$ cat src/rtl/song_sequencer.sv
// rtl/song_sequencer.sv - playback controller driving song_reader play, song select and restart
module song_sequencer #(
    parameter int SONG_W     = 2,
    parameter int NUM_SONGS  = 4,
    parameter int GAP_CYCLES = 8
) (
    input  logic              clk,
    input  logic              reset,
    input  logic              play_button,
    input  logic              stop_button,
    input  logic              next_button,
    input  logic              prev_button,
    input  logic [1:0]        mode,
    input  logic              song_done,
    output logic              play,
    output logic              reset_player,
    output logic [SONG_W-1:0] song,
    output logic [2:0]        state
);

    typedef enum logic [2:0] {
        S_IDLE    = 3'd0,
        S_LOAD    = 3'd1,
        S_PLAYING = 3'd2,
        S_PAUSED  = 3'd3,
        S_GAP     = 3'd4
    } state_t;

    localparam logic [SONG_W-1:0] LAST_SONG = SONG_W'(NUM_SONGS - 1);
    localparam logic [15:0]       GAP_LOAD  = 16'(GAP_CYCLES - 1);

    state_t            state_q, state_d;
    logic [SONG_W-1:0] song_q, song_d;
    logic              resume_q, resume_d;
    logic [15:0]       gap_q, gap_d;
    logic [SONG_W-1:0] song_inc, song_dec;
    logic              advance;

    assign song_inc = (song_q == LAST_SONG) ? '0 : song_q + 1'b1;
    assign song_dec = (song_q == '0) ? LAST_SONG : song_q - 1'b1;

    always_comb begin
        state_d  = state_q;
        song_d   = song_q;
        resume_d = resume_q;
        gap_d    = gap_q;
        advance  = 1'b0;
        case (state_q)
            S_IDLE: begin
                // song_done is masked here, so it does not shadow the buttons
                if (stop_button) begin
                    state_d  = S_LOAD;
                    resume_d = 1'b0;
                end else if (next_button) begin
                    song_d   = song_inc;
                    state_d  = S_LOAD;
                    resume_d = 1'b0;
                end else if (prev_button) begin
                    song_d   = song_dec;
                    state_d  = S_LOAD;
                    resume_d = 1'b0;
                end else if (play_button) begin
                    state_d  = S_LOAD;
                    resume_d = 1'b1;
                end
            end
            S_LOAD: begin
                state_d = resume_q ? S_PLAYING : S_IDLE;
            end
            S_PLAYING: begin
                if (stop_button) begin
                    state_d  = S_LOAD;
                    resume_d = 1'b0;
                end else if (song_done) begin
                    case (mode)
                        2'b00: begin
                            state_d  = S_LOAD;
                            resume_d = 1'b0;
                        end
                        2'b01: begin
                            if (song_q != LAST_SONG) begin
                                song_d  = song_inc;
                                advance = 1'b1;
                            end else begin
                                state_d  = S_LOAD;
                                resume_d = 1'b0;
                            end
                        end
                        2'b10: begin
                            song_d  = song_inc;
                            advance = 1'b1;
                        end
                        default: advance = 1'b1;
                    endcase
                end else if (next_button) begin
                    song_d   = song_inc;
                    state_d  = S_LOAD;
                    resume_d = 1'b1;
                end else if (prev_button) begin
                    song_d   = song_dec;
                    state_d  = S_LOAD;
                    resume_d = 1'b1;
                end else if (play_button) begin
                    state_d = S_PAUSED;
                end
                // Automatic advance either waits out the silent gap or restarts at once
                if (advance) begin
                    if (GAP_CYCLES == 0) begin
                        state_d  = S_LOAD;
                        resume_d = 1'b1;
                    end else begin
                        state_d = S_GAP;
                        gap_d   = GAP_LOAD;
                    end
                end
            end
            S_PAUSED: begin
                if (stop_button) begin
                    state_d  = S_LOAD;
                    resume_d = 1'b0;
                end else if (next_button) begin
                    song_d   = song_inc;
                    state_d  = S_LOAD;
                    resume_d = 1'b0;
                end else if (prev_button) begin
                    song_d   = song_dec;
                    state_d  = S_LOAD;
                    resume_d = 1'b0;
                end else if (play_button) begin
                    state_d = S_PLAYING;
                end
            end
            S_GAP: begin
                if (stop_button) begin
                    state_d  = S_LOAD;
                    resume_d = 1'b0;
                end else if (gap_q == 16'd0) begin
                    state_d  = S_LOAD;
                    resume_d = 1'b1;
                end else begin
                    gap_d = gap_q - 16'd1;
                end
            end
            default: state_d = S_IDLE;
        endcase
    end

    always_ff @(posedge clk or posedge reset) begin
        if (reset) begin
            state_q      <= S_IDLE;
            song_q       <= '0;
            resume_q     <= 1'b0;
            gap_q        <= 16'd0;
            play         <= 1'b0;
            reset_player <= 1'b0;
        end else begin
            state_q      <= state_d;
            song_q       <= song_d;
            resume_q     <= resume_d;
            gap_q        <= gap_d;
            play         <= (state_d == S_PLAYING);
            reset_player <= (state_d == S_LOAD);
        end
    end

    assign song  = song_q;
    assign state = state_q;

endmodule

$ cat config.mk
export PLATFORM = sky130hd
export DESIGN_NAME = song_sequencer
export DESIGN_NICKNAME = d
export VERILOG_FILES = /design/src/rtl/song_sequencer.sv
export SDC_FILE = /design/constraint.sdc
export NUM_CORES = 1
export LEC_CHECK = 0
export CAP_MARGIN = 25
export CORE_MARGIN = 1
export CORE_UTILIZATION = 55
export DETAILED_ROUTE_END_ITERATION = 7
export PLACE_DENSITY_LB_ADDON = 0.08
export SKIP_LAST_GASP = 1
export SYNTH_ARGS = -nofsm -noshare
export SYNTH_HDL_FRONTEND = slang
export SYNTH_SLANG_ARGS = --single-unit
$ cat constraint.sdc
create_clock -name clk -period 2.8 [get_ports clk]
set_clock_uncertainty 0.15 [all_clocks]
set_input_delay 0.56 -clock clk [delete_from_list [all_inputs] [get_ports clk]]
set_output_delay 0.56 -clock clk [all_outputs]
set_load 0.03 [all_outputs]
==> reports/qor.csv <==
metric,value,unit
starting_drt_drc_count,18,
syn2layout_area_growth,17.4,%
antenna_found_initial,0,
synth.yosys.seq_area_share,42.5,%
global_route.overflow_total,0,
h-tree-depth,1,
detail_route.drc_violations,0,
die_height,52.7,um
syn-cell-area,0.00141,mm^2
crit_path_max_fanout,14,
layout_commonest_cell,dfrtp_1,
rsz0062_at_grt,false,
power.share.sequential,42.1,%
ctsRootBufferMaster,clkbuf_4,
commonest_cells_after_routing_fill_and_taps_aside,"dfrtp_1, nor2_1, clkdlybuf4s50_1",
antenna-diode-count,0,
cts_made_buffers,3,
overall_power,1150,uW
max_freq,0.418,GHz
cp-start-kind,flip-flop,
final_area,0.00166,mm^2
fillers,194,
antenna_violating_nets_post_route,0,
clock-sinks,24,
synth_edf_count,0,
worstMarginPinSlew,0.493,ns
fin_crit_sh,85.5,%
report.final.setup_viol,0,
via_per_inst,5.69,
post-synth-top-area-fraction,42.5,%
timing.reg2reg.setup_slack,0.41,ns
chipWidth,52.7,um
timing.final.max_slew_violations,0,
netSwitchingPower,438,uW
slew_headroom,66.8,%
half_perimeter_wire_length_after_placement,1.99,mm
dr_total_vias,1092,
clk_lat_worst_skew,0.32,ns
period_minus_slack,2.39,ns
numPortBuffers,15,
power.share.combinational,41.8,%
timing.hold.worst.start,gap_q[5],
floorplan.io_pins,16,
criticalPathCategory,flip-flop to flip-flop,
routed_wire_length_per_instance,14.2,um
grt_pass1_wl,4.49,mm
timing.critical_path.arrival,2.46,ns
cap_viol_max_count,0,
final_core_utilization,67.6,%
synth_top_cell_by_area,dfrtp_1,
place_congestion,0.753,
design.die.area,0.00278,mm^2
syn_avg_cell_area,10.0,um^2
rows,18,
syn-instance-count,141,
critical_path.reg2reg.startpoint,gap_q[10],
yosysWarnings,0,
cts_tree,done,
hold_slack,0.384,ns
placed_area,0.00162,mm^2
grt_start_max_net_pins,25,
detailedRoute.firstPassIterationCount,4,
floorplan.core_area,0.00245,mm^2
overall_track_demand_over_capacity_in_global_routing,22.8,%
via_count_of_the_first_global_routing_pass,1023,
synthFlopType,dfrtp_1,
power.static_leakage,0.000797,uW
clkPwrFrac,16.1,%
power_switching_share,38.2,%
clockBufferDepth,2,
cts_hold_repair.buffers,0,
postSynthRegisterBits,24,
clk_pin_slew,0.13,ns
library_cells_used_by_synthesis,41,
pwr_cell_area,692,mW/mm^2
synth_nets,153,
timing.hold.worst.class,flip-flop to flip-flop,
fin_setup_tns,0,ns
cts_resized,0,
start_util,57.6,%
final_hold_violation_count,0,
design.final.nets,175,
async_flop_share,100,%
synth.area.top_cells,"dfrtp_1, xor2_1, nor2_1",
outcome,"complete, no violations",
post-cts-setup-buffer-count,0,
power.internal,710,uW
routed_wl,2.73,mm
vdd_ir_drop_max,0.000518,V
timing.critical_path.to_type,flip-flop,
timing.critical_path.required,2.87,ns
final_layout_size_suffix_gt1_share,9.88,%
worstSetupStartpoint,gap_q[10],
[synth_stat cells, drive strengths merged (3+ instances only)]
master and n:
dfrtp 24, nor2 16, inv 12, xor2 12
nor2b 8, nor3 6, nand3 5, mux2i 4
nor3b 4, ha 3, nand2 3, nand2b 3
nor4 3, or3 3
[layer usage]
metal / wire, um / global-route usage, % / vias to the layer above / part of all wire [%]
li1: - / - / 538 / -
met1: 1200 / 26.7 / 528 / 44
met2: 1400 / 41.1 / 22 / 51
met3: 66 / 1.74 / 4 / 2.4
met4: 64 / 11.8 / 0 / 2.3
met5: 0 / 0 / - / 0
[worst paths after layout]
path	end	depth (start not counted)
min	gap_q[5]	1
max reg2reg	resume_q	5
min reg2reg	gap_q[5]	1
min in group asynchronous	state[2]	3
max	resume_q	5
max in group asynchronous	gap_q[6]	3
[flip-flops by register name, indices dropped and copies added (netlist names)]
register	cells
song	2
resume_q	1
state	3
reset_player	1
play	1
gap_q	16
[final cells by class]
class	instances	area (um^2)	share of cell area [%]
inverters	12	45.0	2.71
clock buffers	4	36.3	2.19
repair buffers	19	180	10.9
well taps	30	37.5	2.26
multi-input cells	103	761	45.8
flip-flops and latches	24	601	36.2
[metrics by stage]
step	setup WS [ns]	std cells
floorplan	0.666	141
global placement	0.288	188
detailed placement	0.238	188
CTS	0.405	192
global route	0.308	192
finish	0.406	192
[worst max-delay path: stages (launching register included)]
cell,delay (ns)
dfrtp_1,0.44
or4_4,0.56
nand4bb_4,0.38
a31oi_4,0.32
o211ai_2,0.13
mux2_4,0.32
[power by group through the flow]
stage | registers, uW | logic (uW) | clock network, uW
after floorplan | 551 | 263 | 0
after global placement | 487 | 467 | 0
after detailed placement | 490 | 482 | 0
after CTS | 484 | 482 | 192
after global routing | 497 | 528 | 198
final | 484 | 480 | 185
[cells by family (layout without fill, tap and decap cells)]
kind of cell               count (synthesis)  count (layout)  synth area share, %
and+or+nand+nor                           64              64                 28.2
muxes                                      5               5                 3.89
xor gates and xnor gates                  12              12                 7.43
AOI/OAI and AO/OA                         19              19                 11.6
buffers and inverters                     14              35                 3.72
DFF                                       24              24                 42.5
adders and majority gates                  3               3                 2.66
No activity file was read; power rests on OpenSTA's default activity.
